--- src/rtl/uart_rx_fifo.sv ---
// UART receive front end: 2-flop synchroniser, 16x oversampled deframer, FWFT byte FIFO, sticky flags.
// Default frame is 8N1; define UART_RX_PARITY_EN for 8E1 with a parity_err output.
//
// state  | meaning
// IDLE   | line idle, waiting for a falling edge on rx_s
// START  | timing to mid start bit; a high sample there is a glitch
// DATA   | sampling 8 data bits, LSB first
// PARITY | sampling the even-parity bit (UART_RX_PARITY_EN only)
// STOP   | sampling the stop bit; push byte or flag a framing error
// BREAK  | line still low after a bad stop bit, wait for it to return high
module uart_rx_fifo #(
  parameter int OVS_DIV    = 27,
  parameter int FIFO_DEPTH = 4
) (
  input  logic                        clk,
  input  logic                        rst_n,
  input  logic                        rx,
  output logic [7:0]                  rx_data,
  output logic                        rx_valid,
  input  logic                        rx_ready,
  input  logic                        clear_err,
  output logic                        frame_err,
  output logic                        overrun,
`ifdef UART_RX_PARITY_EN
  output logic                        parity_err,
`endif
  output logic [$clog2(FIFO_DEPTH):0] fifo_level
);

  localparam int TW = $clog2(OVS_DIV + 1);
  localparam int AW = $clog2(FIFO_DEPTH);
  localparam int LW = AW + 1;
  localparam logic [TW-1:0] TICK_LAST = TW'(OVS_DIV - 1);
  localparam logic [LW-1:0] LVL_FULL  = LW'(FIFO_DEPTH);

  typedef enum logic [2:0] {IDLE, START, DATA, PARITY, STOP, BREAK} state_t;

  state_t        state;
  logic          rx_m, rx_s, rx_d;
  logic [TW-1:0] tick_cnt;
  logic [3:0]    ovs_cnt;
  logic [2:0]    bit_idx;
  logic [7:0]    shreg;
  logic          tick, sample;
  logic          push_req, ferr_set, ovr_set;

  logic [7:0]    mem [FIFO_DEPTH];
  logic [AW-1:0] wr_ptr, rd_ptr;
  logic          pop, full, do_push;

  always_ff @(posedge clk or negedge rst_n) begin
    if (!rst_n) begin
      rx_m <= 1'b1;
      rx_s <= 1'b1;
      rx_d <= 1'b1;
    end else begin
      rx_m <= rx;
      rx_s <= rx_m;
      rx_d <= rx_s;
    end
  end

  assign tick   = (state != IDLE) && (tick_cnt == TICK_LAST);
  // mid-bit: the tick that moves the oversample count from 6 to 7
  assign sample = tick && (ovs_cnt == 4'd6);

`ifdef UART_RX_PARITY_EN
  logic par_bad, perr_set;
  assign perr_set = (state == PARITY) && sample && ((^shreg) ^ rx_s);
  assign push_req = (state == STOP) && sample && rx_s && !par_bad;
`else
  assign push_req = (state == STOP) && sample && rx_s;
`endif
  assign ferr_set = (state == STOP) && sample && !rx_s;

  always_ff @(posedge clk or negedge rst_n) begin
    if (!rst_n) begin
      state    <= IDLE;
      tick_cnt <= '0;
      ovs_cnt  <= '0;
      bit_idx  <= '0;
      shreg    <= '0;
`ifdef UART_RX_PARITY_EN
      par_bad  <= 1'b0;
`endif
    end else begin
      if (state == IDLE || tick) tick_cnt <= '0;
      else                       tick_cnt <= tick_cnt + TW'(1);
      if (state == IDLE) ovs_cnt <= '0;
      else if (tick)     ovs_cnt <= ovs_cnt + 4'd1;
      case (state)
        IDLE: if (rx_d && !rx_s) begin
          state <= START;
`ifdef UART_RX_PARITY_EN
          par_bad <= 1'b0;
`endif
        end
        START: if (sample) begin
          bit_idx <= '0;
          state   <= rx_s ? IDLE : DATA;
        end
        DATA: if (sample) begin
          shreg   <= {rx_s, shreg[7:1]};
          bit_idx <= bit_idx + 3'd1;
`ifdef UART_RX_PARITY_EN
          if (bit_idx == 3'd7) state <= PARITY;
`else
          if (bit_idx == 3'd7) state <= STOP;
`endif
        end
`ifdef UART_RX_PARITY_EN
        PARITY: if (sample) begin
          par_bad <= (^shreg) ^ rx_s;
          state   <= STOP;
        end
`endif
        STOP:    if (sample) state <= rx_s ? IDLE : BREAK;
        BREAK:   if (rx_s) state <= IDLE;
        default: state <= IDLE;
      endcase
    end
  end

  assign rx_valid = (fifo_level != '0);
  assign rx_data  = mem[rd_ptr];
  assign pop      = rx_valid && rx_ready;
  assign full     = (fifo_level == LVL_FULL);
  assign do_push  = push_req && (!full || pop);
  assign ovr_set  = push_req && full && !pop;

  always_ff @(posedge clk or negedge rst_n) begin
    if (!rst_n) begin
      for (int i = 0; i < FIFO_DEPTH; i++) mem[i] <= '0;
      wr_ptr     <= '0;
      rd_ptr     <= '0;
      fifo_level <= '0;
    end else begin
      if (do_push) begin
        mem[wr_ptr] <= shreg;
        wr_ptr      <= wr_ptr + AW'(1);
      end
      if (pop) rd_ptr <= rd_ptr + AW'(1);
      case ({do_push, pop})
        2'b10:   fifo_level <= fifo_level + LW'(1);
        2'b01:   fifo_level <= fifo_level - LW'(1);
        default: fifo_level <= fifo_level;
      endcase
    end
  end

  // a set event in the same cycle as clear_err wins
  always_ff @(posedge clk or negedge rst_n) begin
    if (!rst_n) begin
      frame_err <= 1'b0;
      overrun   <= 1'b0;
`ifdef UART_RX_PARITY_EN
      parity_err <= 1'b0;
`endif
    end else begin
      frame_err <= ferr_set | (frame_err & ~clear_err);
      overrun   <= ovr_set  | (overrun   & ~clear_err);
`ifdef UART_RX_PARITY_EN
      parity_err <= perr_set | (parity_err & ~clear_err);
`endif
    end
  end

endmodule

--- config.mk ---
export PLATFORM = sky130hd
export DESIGN_NAME = uart_rx_fifo
export DESIGN_NICKNAME = d
export VERILOG_FILES = /design/src/rtl/uart_rx_fifo.sv
export SDC_FILE = /design/constraint.sdc
export NUM_CORES = 1
export LEC_CHECK = 0
export ABC_AREA = 1
export BUFFER_PORTS_ARGS = -buffer_cell sky130_fd_sc_hd__buf_4
export CORE_ASPECT_RATIO = 0.9
export CORE_MARGIN = 1
export CORE_UTILIZATION = 35
export DETAILED_ROUTE_END_ITERATION = 12
export GPL_ROUTABILITY_DRIVEN = 0
export PLACE_DENSITY = 0.52
export SKIP_LAST_GASP = 1
export SYNTH_ARGS = -nofsm -noshare
export SYNTH_HDL_FRONTEND = slang
export SYNTH_SLANG_ARGS = --single-unit
--- constraint.sdc ---
create_clock -name clk -period 2.5 [get_ports clk]
set_input_delay 0.25 -clock clk [delete_from_list [all_inputs] [get_ports clk]]
set_output_delay 0.25 -clock clk [all_outputs]
set_load 0.005 [all_outputs]
==> metrics.md, run 1 <==
| Metric | Value |
|---|---|
| Outcome | finished, violations left |
| Failing checks | negative hold slack |
| ANT nets after route | 0 |
| Commonest non-fill, non-tap cell in the layout | nand2_1 |
| R2r worst-path depth | 11 |
| Unrepaired setup endpoints after global routing | false |
| Layout cells sized above 1 | 16.08% |
| Final Net Count | between 400 and 500 |
| Syn Inst Count | about 370 |
| Synth top area share | 47.53% |
| DRT Wirelength | 7763 um |
| PD cells | around 900 nW/um^2 |
| Post-route cell area | 3836 sq um |
| Fillers | ~960 |
| R2R Path End | fifo_level[1] |
| CP peak stage delay | 0.41 ns |
| Synth unique cells | 32 |
| Clock buffer count from CTS | 9 |
| Fmax | 448.1 MHz |
| Crit end category | register |
| Critical path launch point type | register |
| Worst setup path class | register to register |
| Inserted Diodes | 0 |
| Yosys top cell by area | dfrtp_1 |
| Critical Path AT | 2.50 ns |
| Final Skew | 0.01201 ns |
| Sink Count | 67 |
| Bufs on Longest Clock Path | 2 |
| Endpoints failing hold | 5 |
| Total GRT Usage | 16.76% |
| Worst-Margin Slew | 0.8503 ns |
| Hold_ws | -0.01727 ns |
| DP Wirelength | 4948 um |
| Total Power | 3.380 mW |
| Post-Syn Area | 3369 sq um |
| Synth Area in Compound Gates | slightly above 7% |
| Placed inst area | 3600 sq um |
| Global-route wire length before repair | 12,720 um |
| CTS tree | built |
| Finished Layout Cells | 520 |
| RR Startpoint | tick_cnt[0] |
| Critical Path RT | around 2.8 ns |
| Pre-antenna DRT Iters | 4 |
| Vias in the first global route | around 2,500 |
| DR vias/cell | ~5.0 |
| HP Class | input pin to async pin |
| Placement Rows | 33 |
| Pre-CTS WS | 0.2680 ns |
| Total die area | 10,020 sq um |
| Mux cell area share after synthesis | 0% |
| CP Cell Sequence | inv_1 > ha_1 > nand2_2 > nor2_4 > nand4_2 > nor2_4 > nand2_1 > ha_1 > inv_1 > fa_1 > o21ai_0 |
| Register bit total from synthesis | 67 |
| IO Pins | 19 |
| Starting density of the core | 36.43% |
| Die height | 95.09 um |
| Avg WL per Cell | roughly 15 um |
| Worst VDD drop | between 0.4 and 0.5 mV |
| Worst setup margin | around 0.27 ns |
| Minimum clock period | 2.232 ns |
| Largest family of logic cells by synthesized area | simple AND/OR/NAND/NOR gates |
| DR iter-0 viols | 176 |
| Vias post-DR | 2,587 |
| Leak pwr | about 1.9 nW |
| Relative slew slack | 43.32% |
| Crit share post-route | 89.27% |
| Top Family by Delay on Critical Path | adder cells |
| Pin count of the biggest net entering global routing | between 60 and 70 |
| Core Region | 9249 sq um |
| # H-tree levels | 3 |
| Crit path buf inv count | 2 |
| Warnings from Yosys | 0 |
| Max_cap viols | 0 |
| Worst-path fanout max | 6 |
| Xor/xnor share of the synthesized area | between 2 and 2.5% |
| CTS clk-pin slew, worst paths | around 0.08 ns |
| Setup TNS | 0 ns |
| Post-synthesis sequential area ratio | 49.87% |
| Global route overflow | 0 |
| Placed cell count | 503 |
| Syn avg cell area | 9.009 sq um |
| CTS-repair resized insts | 0 |
| Clock root cell | clkbuf_8 |
| Post-Synth Adder-Cell Area | 4.679% |
| Pins Over Slew Limit | 0 |
| Die W | about 110 um |
| Most frequent cells in the layout | nand2_1 (109), dfrtp_1 (64), nand4_1 (34) |
| Layout area overhead | 13.85% |
| Initial antenna violation count | 0 |
| Synth Area in Simple Gates | a little under a third |
| Syn nets | roughly 390 |
| Area contributors post-synth | dfrtp_1 (48%), nand2_1 (12%), nand4_1 (6.3%) |
| Later-pin clock latency in the skew report | 0.35 ns |
| PortBufs | 18 |
| Flop2flop setup slack | 0.27 ns |
| Setup violations, final | 0 |
| # DRC | 0 |
| Slowest cell on the critical path | dfrtp_1 |
-- worst reg2reg max path, stage by stage, from the launching register on --
cell     delay [ns]
dfrtp_1        0.41
inv_1          0.07
ha_1           0.15
nand2_2        0.07
nor2_4         0.20
nand4_2        0.15
nor2_4         0.13
nand2_1        0.10
ha_1           0.19
inv_1          0.10
fa_1           0.41
o21ai_0        0.17
-- layout make-up --
| cell class | count | area, sq um | share of cell area (%) |
|---|---|---|---|
| Timing Repair Buffer | 25 | 190.2 | 4.958 |
| Inverter | 24 | 90.09 | 2.348 |
| Clock buffer | 10 | 137.6 | 3.588 |
| Tap cell | 122 | 152.6 | 3.979 |
| Clock inverter | 6 | 88.84 | 2.316 |
| Multi-Input combinational cell | 266 | 1496 | 39.01 |
| Sequential cell | 67 | 1680 | 43.80 |
-- sequential cells by signal (all words and copies together), names as in the netlist, 2 cells and up --
register,cells
bit_idx,3
fifo_level,3
mem,32
ovs_cnt,4
rd_ptr,2
shreg,8
state,3
tick_cnt,5
wr_ptr,2
-- how the worst max path moves through the flow --
stage	from	to	slack, ns	cells past startpoint
after floorplan	tick_cnt[0]	fifo_level[1]	0.33	11
after global placement	tick_cnt[0]	fifo_level[1]	0.35	11
after detailed placement	tick_cnt[0]	fifo_level[1]	0.27	11
after CTS	tick_cnt[0]	fifo_level[1]	0.27	11
after global routing	tick_cnt[0]	fifo_level[1]	0.08	11
final	tick_cnt[0]	fifo_level[1]	0.27	11
-- layer usage --
layer  global-route usage, %  vias to the layer above  part of all wire [%]
li1                        -                     1298                     -
met1                   22.00                     1236                    48
met2                   26.81                       43                    47
met3                   3.896                       10                   3.7
met4                   7.042                        0                   1.5
met5                       0                        -                     0
-- where the power goes --
| part | internal, mW | switching [mW] | leakage [nW] |
|---|---|---|---|
| logic | 0.419 | 0.641 | 0.906 |
| registers | 1.17 | 0.118 | 0.910 |
| clock network | 0.589 | 0.441 | 0.108 |
| total | 2.18 | 1.20 | 1.92 |
-- kinds of logic (layout without fill, tap and decap cells) --
kind of cell             Yosys count  in the layout
AO/OA/AOI/OAI                     44             44
flip-flops                        67             67
XOR/XNOR                           8              8
adder cells (fa/ha/maj)           12             12
buffers and inverters             41             65
AND/OR/NAND/NOR                  202            202
-- repair_timing --
item,in CTS,in global routing
hold buffers,1,0
buffers inserted,0,0
hold endpoints to repair,1,0
-- through the flow --
stage | hold WS [ns] | utilization, %
6_report | -0.01727 | 41.48
5_1_grt | 0.06312 | 41.48
4_1_cts | 0.03519 | 41.48
3_5_place_dp | 0.3479 | 38.92
3_3_place_gp | 0.3488 | 38.92
2_1_floorplan | -0.04559 | -
-- cell usage after synthesis --
| cell type | count |
|---|---|
| nand3_2 | 1 |
| nand3b_1 | 1 |
| nor2_4 | 3 |
| dfstp_2 | 3 |
| nand4_1 | 34 |
| nor2_8 | 1 |
| nor2_1 | 23 |
| o21ai_1 | 4 |
| nand2_1 | 109 |
| xnor2_1 | 2 |
| o21ai_0 | 23 |
| nand4_2 | 1 |
| clkbuf_1 | 3 |
| nand2_4 | 1 |
| nand2_2 | 3 |
| inv_2 | 3 |
| nand3_1 | 18 |
| buf_6 | 3 |
| a21oi_1 | 5 |
| ha_1 | 11 |
| dfrtp_1 | 64 |
| nand4_4 | 4 |
| nor2_2 | 1 |
| nand3_4 | 1 |
| xor2_1 | 6 |
| buf_2 | 10 |
| fa_1 | 1 |
| buf_4 | 1 |
| a21oi_2 | 1 |
| o22ai_1 | 11 |
| inv_1 | 21 |
| nor3_2 | 1 |
(Power assumes the default switching activity.)
==> run 2, diff against run 1 <==
==> constraint.sdc (replaced) <==
create_clock -name clk -period 2.85 [get_ports clk]
set_input_delay 0.285 -clock clk [delete_from_list [all_inputs] [get_ports clk]]
set_output_delay 0.285 -clock clk [all_outputs]
set_load 0.005 [all_outputs]
==> run 2 against run 1 <==
The run now ends clean. Sequential share of layout area is 0.68 points higher. Power is 16% lower. Register-to-register slack better by 0.32 ns. Routed wire length is 0.30% lower. Die area stayed put. Clock skew is 0.0020 ns higher. Largest cell class unchanged.
==> metrics.md, run 2 (synthesis gave the netlist of run 1 again) <==
| Metric | Value |
|---|---|
| Slowest cell on the critical path | fa_1 |
| CTS tree | built |
| PD cells | 755.1 nW/um^2 |
| IO Pins | 19 |
| Layout cells sized above 1 | between 10% and 20% |
| CTS-repair resized insts | 0 |
| Commonest non-fill, non-tap cell in the layout | nand2_1 |
| Final Net Count | just over 400 |
| Placement Rows | 33 |
| Global route overflow | 0 |
| Total die area | 10,020 sq um |
| HP Class | input pin to async pin |
| R2r worst-path depth | 11 |
| Critical Path AT | 2.52 ns |
| Total Power | 2.852 mW |
| Relative slew slack | between 40% and 50% |
| Pins Over Slew Limit | 0 |
| Finished Layout Cells | around 520 |
| Later-pin clock latency in the skew report | 0.35 ns |
| Hold buffers post-CTS | 0 |
| Final Skew | 0.01402 ns |
| Clock root cell | clkbuf_8 |
| Fmax | about 440 MHz |
| Core Region | approximately 9200 sq um |
| Die W | 105.4 um |
| Total GRT Usage | between 15 and 20% |
| PortBufs | 18 |
| Setup violations, final | 0 |
| Initial antenna violation count | 0 |
| # DRC | 0 |
| ANT nets after route | 0 |
| # H-tree levels | 3 |
| Leak pwr | approximately 1.9 nW |
| Inserted Diodes | 0 |
| Outcome | finished, final reports clean |
| Worst setup path class | register to register |
| Crit end category | register |
| CTS clk-pin slew, worst paths | 0.08 ns |
| Critical path launch point type | register |
| Post-CTS Setup Bufs | 0 |
| Max_cap viols | 0 |
| DR vias/cell | 4.977 |
| Pin count of the biggest net entering global routing | 68 |
| Avg WL per Cell | approximately 15 um |
| Pre-antenna DRT Iters | 4 |
| Placed cell count | 501 |
| Global-route wire length before repair | approximately 13,000 um |
| Placed inst area | ~3600 sq um |
| CP peak stage delay | 0.43 ns |
| DR iter-0 viols | ~110 |
| Flop2flop setup slack | about 0.59 ns |
| Vias post-DR | 2,573 |
| Crit path buf inv count | 2 |
| Minimum clock period | 2.257 ns |
| Layout area overhead | 12.11% |
| Unrepaired setup endpoints after global routing | false |
| Critical Path RT | 3.11 ns |
| DP Wirelength | 4938 um |
| Sink Count | between 60 and 70 |
| Area of the multi-input gates | ~1500 sq um |
| Hold_ws | 0.03560 ns |
| Clock buffer count from CTS | 9 |
| Top Family by Delay on Critical Path | adder cells |
| Worst-Margin Slew | between 0.8 and 0.9 ns |
| DRT Wirelength | 7740 um |
| Post-route cell area | between 3000 and 4000 sq um |
| Most frequent cells in the layout | nand2_1 (109), dfrtp_1 (64), nand4_1 (34) |
| Crit share post-route | 79.21% |
| Top flop regs | mem: 32 flops, shreg: 8 flops, tick_cnt: 5 flops |
| Worst VDD drop | 0.3496 mV |
| Endpoints failing hold | 0 |
| Die height | 95.09 um |
| Largest register by flop count | mem |
| Bufs on Longest Clock Path | 2 |
| Vias in the first global route | 2,602 |
| Setup TNS | 0 ns |
| R2R Path End | fifo_level[1] |
| Number of flip-flops in the largest register | 32 |
| Starting density of the core | between 30% and 40% |
| CP Cell Sequence | inv_1 > ha_1 > nand2_2 > nor2_4 > nand4_2 > nor2_4 > nand2_1 > ha_1 > inv_1 > fa_1 > o21ai_0 |
| Fillers | 959 |
| RR Startpoint | tick_cnt[0] |
| FF/Latch Area | 1680 sq um |
| Worst-path fanout max | 6 |
## run 2: changes by cell type in the layout (fill, tap and decap cells not counted), sizes merged
cell and delta:
buf -2, bufinv -1, clkbuf -1, clkinv +2, dlygate4sd3 -1
## run 2: worst max path at each step
| stage | start | end | slack (ns) | depth (start not counted) |
|---|---|---|---|---|
| 2_1_floorplan | tick_cnt[0] | fifo_level[1] | 0.68 | 11 |
| 3_3_place_gp | tick_cnt[0] | fifo_level[1] | 0.70 | 11 |
| 3_5_place_dp | tick_cnt[0] | fifo_level[1] | 0.57 | 11 |
| 4_1_cts | tick_cnt[0] | fifo_level[1] | 0.58 | 11 |
| 5_1_grt | tick_cnt[0] | fifo_level[1] | 0.40 | 11 |
| 6_report | tick_cnt[0] | fifo_level[1] | 0.59 | 11 |
## run 2: worst register-to-register path, stage by stage (launching register included)
cell     delay, ns
dfrtp_1       0.42
inv_1         0.07
ha_1          0.15
nand2_2       0.07
nor2_4        0.20
nand4_2       0.15
nor2_4        0.13
nand2_1       0.10
ha_1          0.18
inv_1         0.10
fa_1          0.43
o21ai_0       0.18
## run 2: cell type report
type,instances,share of cell area (%)
sequential,67,44.48
clock buffer,9,3.279
tap,122,4.041
multi-input combinational,266,39.62
clock inverter,7,1.822
timing repair buffer,22,4.372
inverter,24,2.385
## run 2: per-layer routing
| metal | part of all wire (%) | track usage, % |
|---|---|---|
| met1 | 46 | 22.05 |
| met4 | 1.9 | 7.277 |
| met2 | 48 | 28.29 |
| met5 | 0 | 0 |
| met3 | 3.5 | 3.623 |
## run 2: stage by stage
step                      utilization (%)  setup WS (ns)
final                               40.84         0.5926
after global routing                40.84         0.3969
after CTS                           40.84         0.5772
after detailed placement            38.76         0.5731
after global placement              38.76         0.7036
after floorplan                         -         0.6798
## run 2: report_power, final
part | internal, mW | leakage (nW) | switching, mW
Clock | 0.401 | 0.0950 | 0.386
Combinational | 0.368 | 0.892 | 0.560
Sequential | 1.03 | 0.910 | 0.109
Total | 1.80 | 1.90 | 1.05
